<file path="config.mk">
export PLATFORM = sky130hd
export DESIGN_NAME = sata_device_oob
export DESIGN_NICKNAME = d
export VERILOG_FILES = /design/src/rtl/sata_device_oob.sv
export SDC_FILE = /design/constraint.sdc
export NUM_CORES = 1
export LEC_CHECK = 0
export ABC_AREA = 1
export BUFFER_PORTS_ARGS = -buffer_cell sky130_fd_sc_hd__buf_2
export CORE_MARGIN = 2
export CORE_UTILIZATION = 45
export DETAILED_ROUTE_END_ITERATION = 10
export HOLD_SLACK_MARGIN = 0.03
export PLACE_DENSITY_LB_ADDON = 0.15
export SLEW_MARGIN = 20
export SYNTH_ARGS = -nofsm -noshare
export SYNTH_HDL_FRONTEND = slang
export SYNTH_SLANG_ARGS = --single-unit
</file>
<file path="constraint.sdc">
create_clock -name sys_clk -period 2.9 [get_ports sys_clk]
set_input_delay 0.29 -clock sys_clk [delete_from_list [all_inputs] [get_ports sys_clk]]
set_output_delay 0.29 -clock sys_clk [all_outputs]
set_load 0.02 [all_outputs]
</file>
<file path="src/rtl/sata_device_oob.sv">
// sata_device_oob: device-side SATA OOB responder and link bring-up sequencer.
// Define SATA_DEVICE_OOB_TIMEOUT_EN to build the COMWAKE/ALIGN retry timeouts.
module sata_device_oob #(
  parameter int COMINIT_DELAY   = 16,
  parameter int COMWAKE_TIMEOUT = 65536,
  parameter int ALIGN_TIMEOUT   = 65536,
  parameter int NONALIGN_COUNT  = 3
) (
  input  logic       sys_clk,
  input  logic       sys_rst,
  input  logic       rx_comreset_det,
  input  logic       rx_comwake_det,
  input  logic       tx_com_done,
  input  logic       rx_valid,
  input  logic       rx_align,
  output logic       tx_cominit,
  output logic       tx_comwake,
  output logic [1:0] tx_prim,
  output logic       ready,
  output logic [2:0] state
);

  typedef enum logic [2:0] {
    IDLE          = 3'd0,
    WAIT_COMINIT  = 3'd1,
    SEND_COMINIT  = 3'd2,
    AWAIT_COMWAKE = 3'd3,
    SEND_COMWAKE  = 3'd4,
    SEND_ALIGN    = 3'd5,
    SEND_SYNC     = 3'd6,
    READY         = 3'd7
  } state_e;

  localparam int MAX_AB_P    = (COMINIT_DELAY > COMWAKE_TIMEOUT) ? COMINIT_DELAY : COMWAKE_TIMEOUT;
  localparam int DWELL_MAX_P = (MAX_AB_P > ALIGN_TIMEOUT) ? MAX_AB_P : ALIGN_TIMEOUT;
  localparam int DW          = $clog2(DWELL_MAX_P + 1);

  localparam logic [DW-1:0] DWELL_ZERO = {DW{1'b0}};
  localparam logic [DW-1:0] DWELL_SAT  = {DW{1'b1}};
  localparam logic [DW-1:0] DWELL_ONE  = {{(DW-1){1'b0}}, 1'b1};
  localparam logic [DW-1:0] CI_LAST    = DW'(COMINIT_DELAY - 1);
`ifdef SATA_DEVICE_OOB_TIMEOUT_EN
  localparam logic [DW-1:0] CW_LAST    = DW'(COMWAKE_TIMEOUT - 1);
  localparam logic [DW-1:0] AL_LAST    = DW'(ALIGN_TIMEOUT - 1);
`endif
  localparam logic [3:0]    NA_TARGET  = 4'(NONALIGN_COUNT);

  state_e          state_r;
  state_e          state_nxt_s;
  logic [DW-1:0]   dwell_r;
  logic [3:0]      sync_cnt_r;
  logic [3:0]      sync_cnt_nxt_s;
  logic            done_ok_s;
  logic            enter_s;
  logic            tx_cominit_r;
  logic            tx_comwake_r;
  logic [1:0]      tx_prim_r;
  logic            ready_r;

  function automatic logic [1:0] prim_for(input state_e s);
    case (s)
      SEND_ALIGN:      prim_for = 2'd1;
      SEND_SYNC, READY: prim_for = 2'd2;
      default:         prim_for = 2'd0;
    endcase
  endfunction

  // A burst-done only counts after the request cycle, so a stale done from an aborted burst is dropped.
  assign done_ok_s = tx_com_done && (dwell_r != DWELL_ZERO);
  assign enter_s   = rx_comreset_det || (state_nxt_s != state_r);

  // Consecutive valid non-ALIGN count; rx_valid gaps hold, an ALIGN clears.
  always_comb begin
    sync_cnt_nxt_s = sync_cnt_r;
    if (state_r != SEND_SYNC) begin
      sync_cnt_nxt_s = 4'd0;
    end else if (rx_valid && rx_align) begin
      sync_cnt_nxt_s = 4'd0;
    end else if (rx_valid && (sync_cnt_r != 4'd15)) begin
      sync_cnt_nxt_s = sync_cnt_r + 4'd1;
    end else begin
      sync_cnt_nxt_s = sync_cnt_r;
    end
  end

  // Next-state decode; COMRESET overrides every other transition and timeout.
  always_comb begin
    state_nxt_s = state_r;
    if (rx_comreset_det) begin
      state_nxt_s = WAIT_COMINIT;
    end else begin
      case (state_r)
        IDLE: state_nxt_s = IDLE;
        WAIT_COMINIT: begin
          if (dwell_r == CI_LAST) state_nxt_s = SEND_COMINIT;
          else                    state_nxt_s = WAIT_COMINIT;
        end
        SEND_COMINIT: begin
          if (done_ok_s) state_nxt_s = AWAIT_COMWAKE;
          else           state_nxt_s = SEND_COMINIT;
        end
        AWAIT_COMWAKE: begin
          if (rx_comwake_det)         state_nxt_s = SEND_COMWAKE;
`ifdef SATA_DEVICE_OOB_TIMEOUT_EN
          else if (dwell_r == CW_LAST) state_nxt_s = SEND_COMINIT;
`endif
          else                        state_nxt_s = AWAIT_COMWAKE;
        end
        SEND_COMWAKE: begin
          if (done_ok_s) state_nxt_s = SEND_ALIGN;
          else           state_nxt_s = SEND_COMWAKE;
        end
        SEND_ALIGN: begin
          if (rx_valid && rx_align)   state_nxt_s = SEND_SYNC;
`ifdef SATA_DEVICE_OOB_TIMEOUT_EN
          else if (dwell_r == AL_LAST) state_nxt_s = SEND_COMINIT;
`endif
          else                        state_nxt_s = SEND_ALIGN;
        end
        SEND_SYNC: begin
          if (sync_cnt_nxt_s == NA_TARGET) state_nxt_s = READY;
          else                             state_nxt_s = SEND_SYNC;
        end
        READY:   state_nxt_s = READY;
        default: state_nxt_s = IDLE;
      endcase
    end
  end

  // State, saturating dwell counter, SYNC counter and registered outputs.
  always_ff @(posedge sys_clk) begin
    if (sys_rst) begin
      state_r      <= IDLE;
      dwell_r      <= DWELL_ZERO;
      sync_cnt_r   <= 4'd0;
      tx_cominit_r <= 1'b0;
      tx_comwake_r <= 1'b0;
      tx_prim_r    <= 2'd0;
      ready_r      <= 1'b0;
    end else begin
      state_r      <= state_nxt_s;
      if (enter_s)                    dwell_r <= DWELL_ZERO;
      else if (dwell_r != DWELL_SAT)  dwell_r <= dwell_r + DWELL_ONE;
      else                            dwell_r <= dwell_r;
      sync_cnt_r   <= enter_s ? 4'd0 : sync_cnt_nxt_s;
      tx_cominit_r <= enter_s && (state_nxt_s == SEND_COMINIT);
      tx_comwake_r <= enter_s && (state_nxt_s == SEND_COMWAKE);
      tx_prim_r    <= prim_for(state_nxt_s);
      ready_r      <= (state_nxt_s == READY);
    end
  end

  assign tx_cominit = tx_cominit_r;
  assign tx_comwake = tx_comwake_r;
  assign tx_prim    = tx_prim_r;
  assign ready      = ready_r;
  assign state      = state_r;

endmodule

</file>
==> impl.org, run 1 <==
** Run status
- The flow ran to the end, and the final reports show no timing, DRC or antenna violations.

** Run
- The tool flagged a number of max-cap violations equal to 0.

** Layout
- Area Growth Syn to Fin :: 10.5%
- The finished cells cover 1800 um^2.
- Leaving out fill and tap cells, the most frequent cell in the layout is sky130_fd_sc_hd__nand2_1.
- Net count of the finished layout :: about 250
- In the layout the commonest cells are sky130_fd_sc_hd__nand2_1, sky130_fd_sc_hd__inv_1, sky130_fd_sc_hd__dfxtp_1.
- Non-filler instance count after layout :: about 280
- Filler cells :: roughly 350
- Count of antenna diodes in the layout :: 0
- The post-route netlist has around a quarter of its cells at a drive strength greater than 1.

** Setup path
- Register-to-Register Path Depth :: 12
- Largest fanout of any net on the critical path :: 9
- Data arrival time of the worst path :: 2.66 ns
- Register-to-register setup slack :: between 0.4 and 0.5 ns
- WS Path Type :: reg -> reg
- The worst setup path is captured at a flip-flop.
- The endpoint identified for the worst register-to-register timing path is dwell_r[14]$_SDFFE_PP0P_.
- The worst register-to-register path begins at dwell_r[8]$_SDFFE_PP0P_.
- Required time of the critical path :: roughly 3.1 ns
- Kind of start point of the critical path :: flip-flop

** Global routing
- The initial antenna violation count came to 0.
- Number of global-route vias before repair :: 1,144
- Global routing finished with a remaining overflow of 0.
- Combined global-route utilization of all metal layers :: roughly 16%
- Pin count of the biggest net entering global routing :: 13
- The first global-routing pass estimated a little under 5000 um of wire.

** CTS
- Post-CTS Setup Inserts :: 0
- The clock passes through at most 2 buffers.
- Num CTS Buffers :: 5
- Post-CTS clock slew at the launch and capture registers of the worst setup and hold paths :: roughly 0.10 ns
- The clock tree synthesis step divided the H-tree into 2 levels.
- Number of cells upsized or downsized after cts :: 0
- Clock insertion delay at the later pin of the skew report :: ~0.33 ns
- CTS placed an instance of sky130_fd_sc_hd__clkbuf_4 at the clock tree root.
- The clock drives 29 sinks.
- Hold buffer count at cts :: 0
- TritonCTS clock tree :: done

** STA
- Final-report setup violation count :: 0
- After routing, the total negative slack on setup checks comes to 0 ns.
- Worst setup skew after layout :: 0.0147 ns
- Across all setup checks in the final design, the least slack found is between 0.4 and 0.5 ns.
- Subtracting the final worst setup slack from the clock period gives approximately 2.4 ns.
- The worst pin sits at a relative slew slack of about three quarters.
- Max frequency :: around 410 MHz
- Tcrit/Tclk final :: between 80% and 90%
- Final count of pins violating max slew :: 0
- Slew at the pin with the worst max-slew slack :: approximately 0.36 ns
- Final hold vios :: 0
- Setup repair after global routing left no endpoint under its margin.

** Yosys
- Post-Synth XOR/XNOR Area :: roughly 8.1%
- Share of the synthesized area in compound gates (AO/OA/AOI/OAI) :: approximately 3.6%
- Warnings, synthesis :: 0
- After synthesis, the largest family of logic cells by area is simple AND/OR/NAND/NOR gates.
- When the netlist entered floorplanning its net count stood at 228.
- Synth Cell Area :: ~1600 um^2
- Synthesis handed over a netlist of ~220 instances.
- Yosys reg bits :: 29
- After Yosys synthesis, full adders, half adders and majority gates account for roughly 3.1% of the synthesized area.
- The portion of synthesized area spent on multiplexers is 0%.
- Share of synthesized cell area in and, or, nand and nor gates :: approximately two fifths
- Sequential elements use a little over a third of the synthesized area.
- Count of different cell masters after synthesis :: 27
- In this run the mean area of a mapped cell was 7.50 um^2.

** Placement
- In this run the tool buffered the top-level ports with 14 buffer cells.
- Number of instances in the placed design :: between 200 and 300
- Detailed placer's ending HPWL :: 2130 um
- Worst setup slack after placement :: roughly 0.47 ns
- Placement-stage cell area :: between 1500 and 2000 um^2
- Weighted congestion reported at the end of routability-driven placement :: ~0.77

** Power
- Static power due to leakage :: around 0.77 nW
- Power spread over the standard cell area amounts to about 440 nW/um^2.
- Worst vdd ir :: 0.222 mV

** Min path
- Hold Path Origin :: sys_rst
- The worst hold path terminates at tx_comwake$_SDFF_PP0_.
- Number of cells on the worst hold path :: 2
- Hold/Removal Path Class :: in -> reg

** Route
- In the routed layout, each cell is associated on average with a via count of roughly 4.6.
- Routed wire length per instance :: slightly above 10 um
- Total number of vias :: approximately 1.3k
- In this run, the number of DRC markers left after iteration 0 of detailed routing was between 100 and 150.
- Once detail routing completed, the nets flagged for antenna violations numbered 0.
- The pre-antenna-repair detailed-routing pass consisted of 4 iterations.
- For this block, the routed nets add up to ~2800 um of wire.
- In the routed design, unresolved DRC markers number 0.

** Die
- Measured along the x axis, the die boundary spans between 60 and 70 um.
- Vert. Die Dim :: roughly 64 um
- Floorplan Core Area :: roughly 3400 um^2
- Number of standard-cell rows in the floorplan :: 21
- Top-level port count :: 15
- For this configuration, the core starts out at a cell density of between 40% and 50%.
- Floorplan die area :: between 4000 and 5000 um^2
routing by layer:
metal	track usage [%]	up-vias	wire [um]
li1	-	708	-
met1	18.7	567	1410
met2	24.7	23	1210
met3	5.28	6	135
met4	8.78	0	65
met5	0	-	0
Yosys cell counts:
cell / instances / area share, %
sky130_fd_sc_hd__nand2_1: 37 / 8.5
sky130_fd_sc_hd__inv_1: 31 / 7.2
sky130_fd_sc_hd__dfxtp_1: 29 / 36
sky130_fd_sc_hd__nor2_2: 26 / 10
sky130_fd_sc_hd__nor2_1: 18 / 4.2
sky130_fd_sc_hd__nand3_1: 15 / 4.6
sky130_fd_sc_hd__xor2_1: 13 / 7.0
sky130_fd_sc_hd__a21oi_1: 6 / 1.8
sky130_fd_sc_hd__nand3_2: 6 / 3.7
sky130_fd_sc_hd__nand4_1: 5 / 1.9
sky130_fd_sc_hd__ha_1: 4 / 3.1
sky130_fd_sc_hd__nor3_1: 4 / 1.2
sky130_fd_sc_hd__buf_6: 3 / 2.1
sky130_fd_sc_hd__o21ai_0: 3 / 0.92
sky130_fd_sc_hd__buf_4: 2 / 0.92
sky130_fd_sc_hd__inv_2: 2 / 0.46
sky130_fd_sc_hd__nor3b_1: 2 / 0.92
sky130_fd_sc_hd__xnor2_1: 2 / 1.1
sky130_fd_sc_hd__a31oi_1: 1 / 0.38
sky130_fd_sc_hd__clkinv_1: 1 / 0.23
sky130_fd_sc_hd__nand2_2: 1 / 0.38
sky130_fd_sc_hd__nand3b_1: 1 / 0.46
sky130_fd_sc_hd__nand3b_2: 1 / 0.69
sky130_fd_sc_hd__nor2_4: 1 / 0.69
sky130_fd_sc_hd__nor3_4: 1 / 1.0
sky130_fd_sc_hd__nor4_1: 1 / 0.38
sky130_fd_sc_hd__o21a_1: 1 / 0.46
final cells by class:
| class | instances | area (um^2) | share of cell area [%] |
|---|---|---|---|
| sequential | 29 | 581 | 32.3 |
| timing repair buffer | 15 | 77.6 | 4.31 |
| clock inverter | 1 | 30.0 | 1.67 |
| tap | 46 | 57.6 | 3.20 |
| clock buffer | 7 | 55.1 | 3.06 |
| multi-input combinational | 149 | 870 | 48.4 |
| inverter | 34 | 128 | 7.10 |
kinds of logic after synthesis:
| logic type | after synthesis |
|---|---|
| flip-flops | 29 |
| buffers and inverters | 39 |
| AND/OR/NAND/NOR | 119 |
| AO/OA/AOI/OAI | 11 |
| XOR/XNOR | 15 |
| adder cells (fa/ha/maj) | 4 |
through the flow:
stage / power [mW] / hold WS (ns) / util [%]
6_report: 0.787 / 0.157 / 52.6
5_1_grt: 0.822 / 0.158 / 52.6
4_1_cts: 0.798 / 0.150 / 52.6
3_5_place_dp: 0.451 / 0.516 / 50.1
3_3_place_gp: 0.451 / 0.513 / 50.1
2_1_floorplan: 0.443 / 0.367 / -
state kept, by name (all words and copies together) (netlist names):
signal and cells:
dwell_r 17, sync_cnt_r 4, ready 1, tx_cominit 1, tx_prim 2, tx_comwake 1, state 3
worst max-delay path, cell delays in order (launching register included):
cell                      delay (ns)
sky130_fd_sc_hd__dfxtp_1        0.40
sky130_fd_sc_hd__nand2_1        0.10
sky130_fd_sc_hd__nor2_1         0.16
sky130_fd_sc_hd__inv_1          0.06
sky130_fd_sc_hd__nor4_1         0.28
sky130_fd_sc_hd__nor3b_1        0.24
sky130_fd_sc_hd__ha_1           0.41
sky130_fd_sc_hd__nor2_1         0.14
sky130_fd_sc_hd__nand3_1        0.13
sky130_fd_sc_hd__nor2_1         0.08
sky130_fd_sc_hd__nand4_1        0.08
sky130_fd_sc_hd__xor2_1         0.19
sky130_fd_sc_hd__nor2_2         0.05
worst max-delay path by stage:
stage / start / endpoint / slack [ns] / cells after the start
floorplan: dwell_r[0]$_SDFFE_PP0P_ / dwell_r[15]$_SDFFE_PP0P_ / 0.62 / 15
global placement: dwell_r[0]$_SDFFE_PP0P_ / dwell_r[15]$_SDFFE_PP0P_ / 0.53 / 14
detailed placement: dwell_r[0]$_SDFFE_PP0P_ / dwell_r[13]$_SDFFE_PP0P_ / 0.47 / 15
CTS: dwell_r[0]$_SDFFE_PP0P_ / dwell_r[13]$_SDFFE_PP0P_ / 0.46 / 15
global route: dwell_r[8]$_SDFFE_PP0P_ / dwell_r[14]$_SDFFE_PP0P_ / 0.22 / 12
finish: dwell_r[8]$_SDFFE_PP0P_ / dwell_r[14]$_SDFFE_PP0P_ / 0.47 / 12
report_power, final:
part	internal (mW)	switching [mW]	total, mW
registers	0.400	0.00231	0.402
clock network	0.206	0.140	0.346
logic	0.0126	0.0265	0.0390
Power figures use the tool's default switching activity.
==> run 2, diff against run 1 <==
--- a/config.mk
+++ b/config.mk
@@ -5,7 +5,7 @@
 export SDC_FILE = /design/constraint.sdc
 export NUM_CORES = 1
 export LEC_CHECK = 0
-export ABC_AREA = 1
+export ABC_AREA = 0
 export BUFFER_PORTS_ARGS = -buffer_cell sky130_fd_sc_hd__buf_2
 export CORE_MARGIN = 2
 export CORE_UTILIZATION = 45
==> constraint.sdc (replaced) <==
create_clock -name sys_clk -period 2.1 [get_ports sys_clk]
set_input_delay 0.21 -clock sys_clk [delete_from_list [all_inputs] [get_ports sys_clk]]
set_output_delay 0.21 -clock sys_clk [all_outputs]
set_load 0.02 [all_outputs]
==> impl.org, run 2 <==
** Run status
- The flow ran to the end, and the final reports show no timing, DRC or antenna violations.

** Die
- The die covers between 3000 and 4000 um^2.
- In this run the count of I/O pins placed on the die edge is 15.
- Vert. Die Dim :: 61.5 um
- Floorplan Core Area :: roughly 3100 um^2
- Starting utilization of the core area :: about 48%
- From left edge to right edge, the die measures around 62 um.
- Row generation in the floorplan step produced 20 rows.

** Layout
- Filler cells :: between 300 and 400
- Most common cell after layout, fill and taps aside :: sky130_fd_sc_hd__dfxtp_1
- Register containing the most flip-flops in the final layout :: dwell_r
- Layout cell share with drive strength beyond 1 :: 17.2%
- FF/Latch Area :: 582 um^2
- The register with the most flip-flops in the layout has 17 of them.
- In the layout the commonest cells are sky130_fd_sc_hd__dfxtp_1, sky130_fd_sc_hd__nor2_1, sky130_fd_sc_hd__nand3_1, sky130_fd_sc_hd__buf_2, sky130_fd_sc_hd__xor2_1.
- In the final layout, the multi-input gates occupy a little over 800 um^2.
- The final layout contains around 200 nets.
- Count of antenna diodes in the layout :: 0
- The finished layout holds between 200 and 250 standard cells, fillers aside.
- From synthesis to final layout, the design area changed by 11.3%.

** Power
- After layout, the design draws a total of ~0.94 mW.
- Power density of the placed cells :: ~560 nW/um^2
- Static power due to leakage :: 0.662 nW
- VDD sags by at most between 0.4 and 0.5 mV.

** CTS
- Hold buffer count at cts :: 0
- The clock reaches the later pin of the worst-skew pair after 0.32 ns.
- TritonCTS built the clock tree.
- Count of clock tree sinks :: 29
- CTS placed an instance of sky130_fd_sc_hd__clkbuf_4 at the clock tree root.
- Maximum buffer depth of the clock tree :: 2
- H-Tree Depth :: 2
- Clock tree synthesis inserted a total of 5 buffers.
- Post-CTS clock slew at the launch and capture registers of the worst setup and hold paths :: roughly 0.08 ns

** STA
- Setup repair after global routing left no endpoint under its margin.
- Final-report setup violation count :: 0
- Final count of pins violating max slew :: 0
- Max-slew headroom :: roughly 70%
- Final Critical Period :: 1.93 ns
- Setup slack on the critical path of the routed design comes to roughly 0.17 ns.
- Worst setup skew after layout :: between 0.004 and 0.005 ns
- Of the available clock period, the critical path in the final layout requires between 90% and 100%.
- Static timing analysis puts the maximum clock frequency at 518 MHz.
- Final hold vios :: 0
- In the final timing run, aggregate negative setup slack is 0 ns.
- At the pin with the least slew margin, the transition time is between 0.4 and 0.5 ns.
- On the final layout, the worst hold slack is roughly 0.11 ns.

** Yosys
- Count of different cell masters after synthesis :: between 40 and 50
- Counting every instance in the synthesized netlist gives 175.
- Share of flip-flops with an asynchronous set or reset :: 0%
- Cell taking the most area after synthesis :: sky130_fd_sc_hd__dfxtp_1
- Post-synth EDFFs :: 0
- The average instance in the mapped netlist occupies between 8 and 9 um^2.
- Post-synthesis net count :: roughly 190
- Synth Cell Area :: roughly 1500 um^2
- Sequential area share after synthesis :: 39.0%
- Yosys reg bits :: 29
- In the synthesized netlist the dominant register cell turns out to be sky130_fd_sc_hd__dfxtp_1.
- By area the synthesized netlist is led by sky130_fd_sc_hd__dfxtp_1, sky130_fd_sc_hd__xor2_1, sky130_fd_sc_hd__nor2_1.
- Summed over its instances, the top area cell type makes up approximately two fifths of the synthesized netlist area.
- In the post-synthesis netlist, the cell with the most instances is sky130_fd_sc_hd__dfxtp_1.
- Yosys printed 0 warnings.
- In the synthesized netlist, the cells that appear most often are sky130_fd_sc_hd__dfxtp_1, sky130_fd_sc_hd__nor2_1, sky130_fd_sc_hd__nand3_1, sky130_fd_sc_hd__xor2_1, sky130_fd_sc_hd__nand2_1.

** Setup path
- Required time of the critical path :: 2.33 ns
- Launching instance or port of the critical path :: dwell_r[12]$_SDFFE_PP0P_
- The startpoint identified for the worst register-to-register timing path is dwell_r[12]$_SDFFE_PP0P_.
- Largest fanout of any net on the critical path :: 7
- Type of destination of the critical path :: flip-flop
- Kind of start point of the critical path :: flip-flop
- Data arrival time of the worst path :: between 2 and 2.5 ns
- The worst setup path is of the reg -> reg kind.

** Global routing
- Combined global-route utilization of all metal layers :: between 10% and 20%
- The total overflow left after global routing is 0.
- Number of antenna violations at the first check in global routing :: 0
- Pin count of the biggest net entering global routing :: 12
- The first global-routing pass estimated just under 5000 um of wire.
- Number of global-route vias before repair :: 1,145

** Placement
- Weighted congestion reported at the end of routability-driven placement :: around 0.80
- Worst setup slack after placement :: ~0.13 ns
- Number of instances in the placed design :: about 230
- Port buffering added 14 buffers.
- The wire-length estimate of the detail-placed layout is roughly 2100 um.

** Route
- Number of design rule violations left after detail routing :: 0
- Total number of vias :: approximately 1.3k
- Drt total wl :: about 2900 um
- Number of DRC markers in iteration 0 :: 80
- Dividing the detail-routed via count by the number of cells gives ~5.3.
- Routed wire length per instance :: 12.3 um
- The first TritonRoute pass finished after 6 iterations.
- The detail route stage leaves a number of antenna-violating nets equal to 0.

** Run
- The tool flagged a number of max-cap violations equal to 0.

** Min path
- The startpoint identified for the worst hold timing path is sys_rst.
- The tightest min-delay check is of the in -> reg type.
run 2: cell count changes in the layout (fill, tap and decap cells not counted), sizes merged, moves of 5 or more:
cell	change
nand3	-7
buf	+5
inv	-27
nand2	-28
and3	+5
nor2b	+5
nor2	-20
run 2: per-stage QoR:
| step | cell area (um^2) | utilization, % |
|---|---|---|
| after detailed placement | 1600 | 51.5 |
| final | 1660 | 53.4 |
| after floorplan | 1490 | - |
| after global placement | 1600 | 51.5 |
| after CTS | 1650 | 53.3 |
| after global routing | 1660 | 53.4 |
run 2: path summary, 6_finish.rpt:
| check | end | slack (ns) | depth (start not counted) |
|---|---|---|---|
| setup / recovery | dwell_r[7]$_SDFFE_PP0P_ | 0.17 | 9 |
| hold / removal | state[0]$_SDFF_PP0_ | 0.11 | 2 |
| setup reg to reg | dwell_r[7]$_SDFFE_PP0P_ | 0.17 | 9 |
| hold reg to reg | sync_cnt_r[1]$_SDFF_PP0_ | 0.48 | 2 |
run 2: where the power goes:
| group | internal (mW) | leakage, nW | switching [mW] |
|---|---|---|---|
| combinational | 0.0181 | 0.396 | 0.0269 |
| sequential | 0.553 | 0.235 | 0.00542 |
| clock | 0.158 | 0.0314 | 0.176 |
run 2: critical path, stage by stage, from the launching register on:
cell	delay, ns
sky130_fd_sc_hd__dfxtp_1	0.34
sky130_fd_sc_hd__and3_1	0.24
sky130_fd_sc_hd__nand4_1	0.11
sky130_fd_sc_hd__nor2_1	0.06
sky130_fd_sc_hd__ha_1	0.20
sky130_fd_sc_hd__nor2b_1	0.18
sky130_fd_sc_hd__and3_1	0.34
sky130_fd_sc_hd__nor2b_1	0.20
sky130_fd_sc_hd__xnor2_1	0.13
sky130_fd_sc_hd__nor2_1	0.05
run 2: cells by family (layout without fill, tap and decap cells):
group	after synthesis	after routing	share of synthesized area, %
adder cells (fa/ha/maj)	4	4	3.36
buffers and inverters	16	33	5.54
AO/OA/AOI/OAI	23	23	11.5
XOR/XNOR	16	16	9.41
AND/OR/NAND/NOR	85	85	29.8
flip-flops	29	29	39.0
multiplexers	2	2	1.34
run 2: final cells by class:
type                       count  area share [%]
tap                           44            3.32
inverter                       6            1.36
multi-input combinational    130            50.0
sequential                    29            35.1
timing repair buffer          20            6.94
clock buffer                   7            3.32
run 2: what timing repair did:
action                                  in CTS  in global routing
buffers inserted                             0                  0
gates resized for setup                      0                  2
endpoints found under the setup margin       0                  6
hold endpoints to repair                     0                  0
run 2: layer usage:
| layer | share of wire (%) | up-vias | global-route usage (%) | wire [um] |
|---|---|---|---|---|
| met2 | 43 | 13 | 26.5 | 1260 |
| met1 | 51 | 586 | 23.4 | 1490 |
| met5 | 0 | - | 0 | 0 |
| met4 | 2.0 | 0 | 9.12 | 58 |
| met3 | 3.1 | 7 | 5.67 | 91 |
| li1 | - | 648 | - | - |
==> run 3, diff against run 2 <==
--- a/config.mk
+++ b/config.mk
@@ -6,13 +6,12 @@
 export NUM_CORES = 1
 export LEC_CHECK = 0
 export ABC_AREA = 0
-export BUFFER_PORTS_ARGS = -buffer_cell sky130_fd_sc_hd__buf_2
+export BUFFER_PORTS_ARGS = -buffer_cell sky130_fd_sc_hd__buf_4
 export CORE_MARGIN = 2
 export CORE_UTILIZATION = 45
 export DETAILED_ROUTE_END_ITERATION = 10
 export HOLD_SLACK_MARGIN = 0.03
 export PLACE_DENSITY_LB_ADDON = 0.15
-export SLEW_MARGIN = 20
 export SYNTH_ARGS = -nofsm -noshare
 export SYNTH_HDL_FRONTEND = slang
 export SYNTH_SLANG_ARGS = --single-unit
==> impl.org, run 3 (synthesized netlist as in run 2, its figures left out) <==
** Min path
- For hold timing, the worst endpoint is state[0]$_SDFF_PP0_.
- Number of cells on the worst hold path :: 2
- The min-delay analysis places its worst path in the category in -> reg.
- The startpoint identified for the worst hold timing path is sys_rst.

** Setup path
- Setup slack on the worst reg-to-reg path comes out at ~0.16 ns.
- The worst setup path is of the reg -> reg kind.
- Startpoint of the worst-slack reg-to-reg timing path :: dwell_r[5]$_SDFFE_PP0P_
- STA puts the critical path data required time at approximately 2.3 ns.
- STA classifies the critical path startpoint as a flip-flop.
- STA classifies the critical path endpoint as a flip-flop.
- Largest fanout of any net on the critical path :: 6
- Worst reg2reg endpoint :: dwell_r[14]$_SDFFE_PP0P_
- Data arrives at the worst endpoint at between 2 and 2.5 ns.
- Register-to-Register Path Depth :: 11

** Die
- Die W :: roughly 62 um
- The floorplan step defined a core boundary enclosing 3100 um^2.
- The die is roughly 60 um tall.
- Starting utilization of the core area :: a little under half
- Floorplan die area :: about 3800 um^2
- 15 I/O pins were placed.
- After floorplanning, the core was divided into 20 placement rows.

** Layout
- Ranked by flip-flop count, first place goes to dwell_r.
- Cells fill ~55% of the core in the end.
- Most common cell after layout, fill and taps aside :: sky130_fd_sc_hd__dfxtp_1
- Compared with the post-synthesis result, the final layout area differs by 13.6%.
- Net count of the finished layout :: 201
- Of the cells placed in the final design, the portion with a size suffix greater than 1 is ~18%.
- Filler cells :: 304
- Non-filler instance count after layout :: between 200 and 250
- Count of antenna diodes in the layout :: 0
- Largest register FFs :: 17
- In the layout the commonest cells are sky130_fd_sc_hd__dfxtp_1, sky130_fd_sc_hd__nor2_1, sky130_fd_sc_hd__buf_4.

** Route
- The final route contains 1,238 vias.
- The detail route stage leaves a number of antenna-violating nets equal to 0.
- Before antenna repair, the detailed router went through 6 iterations.
- Vias per cell :: about 5.3
- The first routing iteration left 37 violations.
- After detailed routing, the average wire length per cell comes to 11.7 um.
- For this run, design rule violations remaining after detail routing come to 0.
- After detailed routing, the total wire length is 2740 um.

** CTS
- TritonCTS built the clock tree.
- CTS built an H-tree with a depth of 2.
- Clock tree synthesis selected as its root buffer the cell sky130_fd_sc_hd__clkbuf_4.
- Num CTS Buffers :: 5
- For this design, the sink count on the clock tree is 29.
- After clock tree synthesis, the clock-pin slew on the worst setup and hold paths is ~0.08 ns.
- In this run the post-CTS setup repair buffer count came out at 0.
- Maximum buffer depth of the clock tree :: 2
- Clock insertion delay at the later pin of the skew report :: 0.32 ns

** Global routing
- Pin count of the biggest net entering global routing :: 18
- Number of antenna violations at the first check in global routing :: 0
- Number of global-route vias before repair :: roughly 1.1k
- Global routing consumed, on the met3 layer, under 10% of the routing resources.
- After global routing, the most crowded layer is met2.
- After global routing the overflow that remains totals 0.
- The first global-routing pass estimated 4700 um of wire.
- Combined global-route utilization of all metal layers :: 17.1%
- Global routing used 26.2% of the available met2 tracks.
- Global routing used between 20% and 30% of the available met1 tracks.

** STA
- For the final database, setup skew stands at roughly 0.012 ns.
- Of the available clock period, the critical path in the final layout requires 92.4%.
- Slew at the pin with the worst max-slew slack :: about 0.45 ns
- Final Critical Period :: 1.94 ns
- Setup repair after global routing could not meet its margin everywhere.
- The number of max-slew violations in the final report was 0.
- Setup violations remaining at the end of the flow were counted as 0.
- Headroom to the max-slew limit came out at 69.8%.
- Hold is met by about 0.077 ns.
- Based on the critical path, the design can be clocked at up to between 500 and 600 MHz.
- Final hold vios :: 0

** Power
- Design Power :: 0.941 mW
- Power density of the placed cells :: 557 nW/um^2
- Static power due to leakage :: 0.657 nW
- Worst vdd ir :: around 0.24 mV

** Placement
- Once placement completed, the tool counted placed cells totaling roughly 230.
- The HPWL after detailed placement is about 2000 um.
- Weighted congestion reported at the end of routability-driven placement :: around 0.85
- Port Buf Inserts :: 14

** Run status
- The run finished with clean final reports.

** Run
- Max cap viols :: 0
run 3: changes by cell type in the layout (fill, tap and decap cells not counted), sizes merged:
cell / delta
buf: -2
run 3: area by class of cell:
type                            count  area (um^2)  area share [%]
Clock buffer                        7         55.1            3.25
Inverter                            6         22.5            1.33
Multi-Input combinational cell    130          840            49.6
Sequential cell                    29          584            34.5
Tap cell                           44         55.1            3.25
Timing Repair Buffer               18          135            7.99
run 3: critical path, stage by stage (launching register included):
cell	delay [ns]
sky130_fd_sc_hd__dfxtp_2	0.34
sky130_fd_sc_hd__nand4_1	0.19
sky130_fd_sc_hd__nor2_2	0.08
sky130_fd_sc_hd__nand4_1	0.09
sky130_fd_sc_hd__nor2_1	0.05
sky130_fd_sc_hd__ha_1	0.19
sky130_fd_sc_hd__buf_4	0.16
sky130_fd_sc_hd__nor4_2	0.28
sky130_fd_sc_hd__buf_4	0.17
sky130_fd_sc_hd__nand3_1	0.08
sky130_fd_sc_hd__xor2_1	0.14
sky130_fd_sc_hd__nor2_1	0.05
run 3: worst max-delay path by stage:
stage	from	end	slack, ns	cells after the start
floorplan	dwell_r[3]$_SDFFE_PP0P_	dwell_r[7]$_SDFFE_PP0P_	0.03	13
global placement	dwell_r[4]$_SDFFE_PP0P_	dwell_r[14]$_SDFFE_PP0P_	0.14	11
detailed placement	dwell_r[4]$_SDFFE_PP0P_	dwell_r[14]$_SDFFE_PP0P_	0.09	11
CTS	dwell_r[4]$_SDFFE_PP0P_	dwell_r[14]$_SDFFE_PP0P_	0.08	11
global route	dwell_r[5]$_SDFFE_PP0P_	dwell_r[14]$_SDFFE_PP0P_	-0.02	11
finish	dwell_r[5]$_SDFFE_PP0P_	dwell_r[14]$_SDFFE_PP0P_	0.16	11
run 3: repair_timing:
action	4_1_cts	5_1_grt
endpoints found under the setup margin	0	8
hold buffers	0	0
resized for setup	0	7
run 3: metal layers:
layer,up-vias,share of wire [%]
met5,-,0
met4,0,1.6
met3,6,4.9
met2,27,45
met1,561,49
li1,644,-
run 3: per-stage QoR:
stage               setup TNS (ns)  area, um^2  setup WS (ns)
floorplan                        0        1490         0.0280
global placement                 0        1620          0.137
detailed placement               0        1620         0.0932
CTS                              0        1670         0.0755
global route               -0.0173        1690        -0.0173
finish                           0        1690          0.159
run 3: power breakdown:
group          total, mW  internal, mW  switching, mW
sequential         0.558         0.552        0.00547
clock              0.336         0.158          0.179
combinational     0.0470        0.0209         0.0261
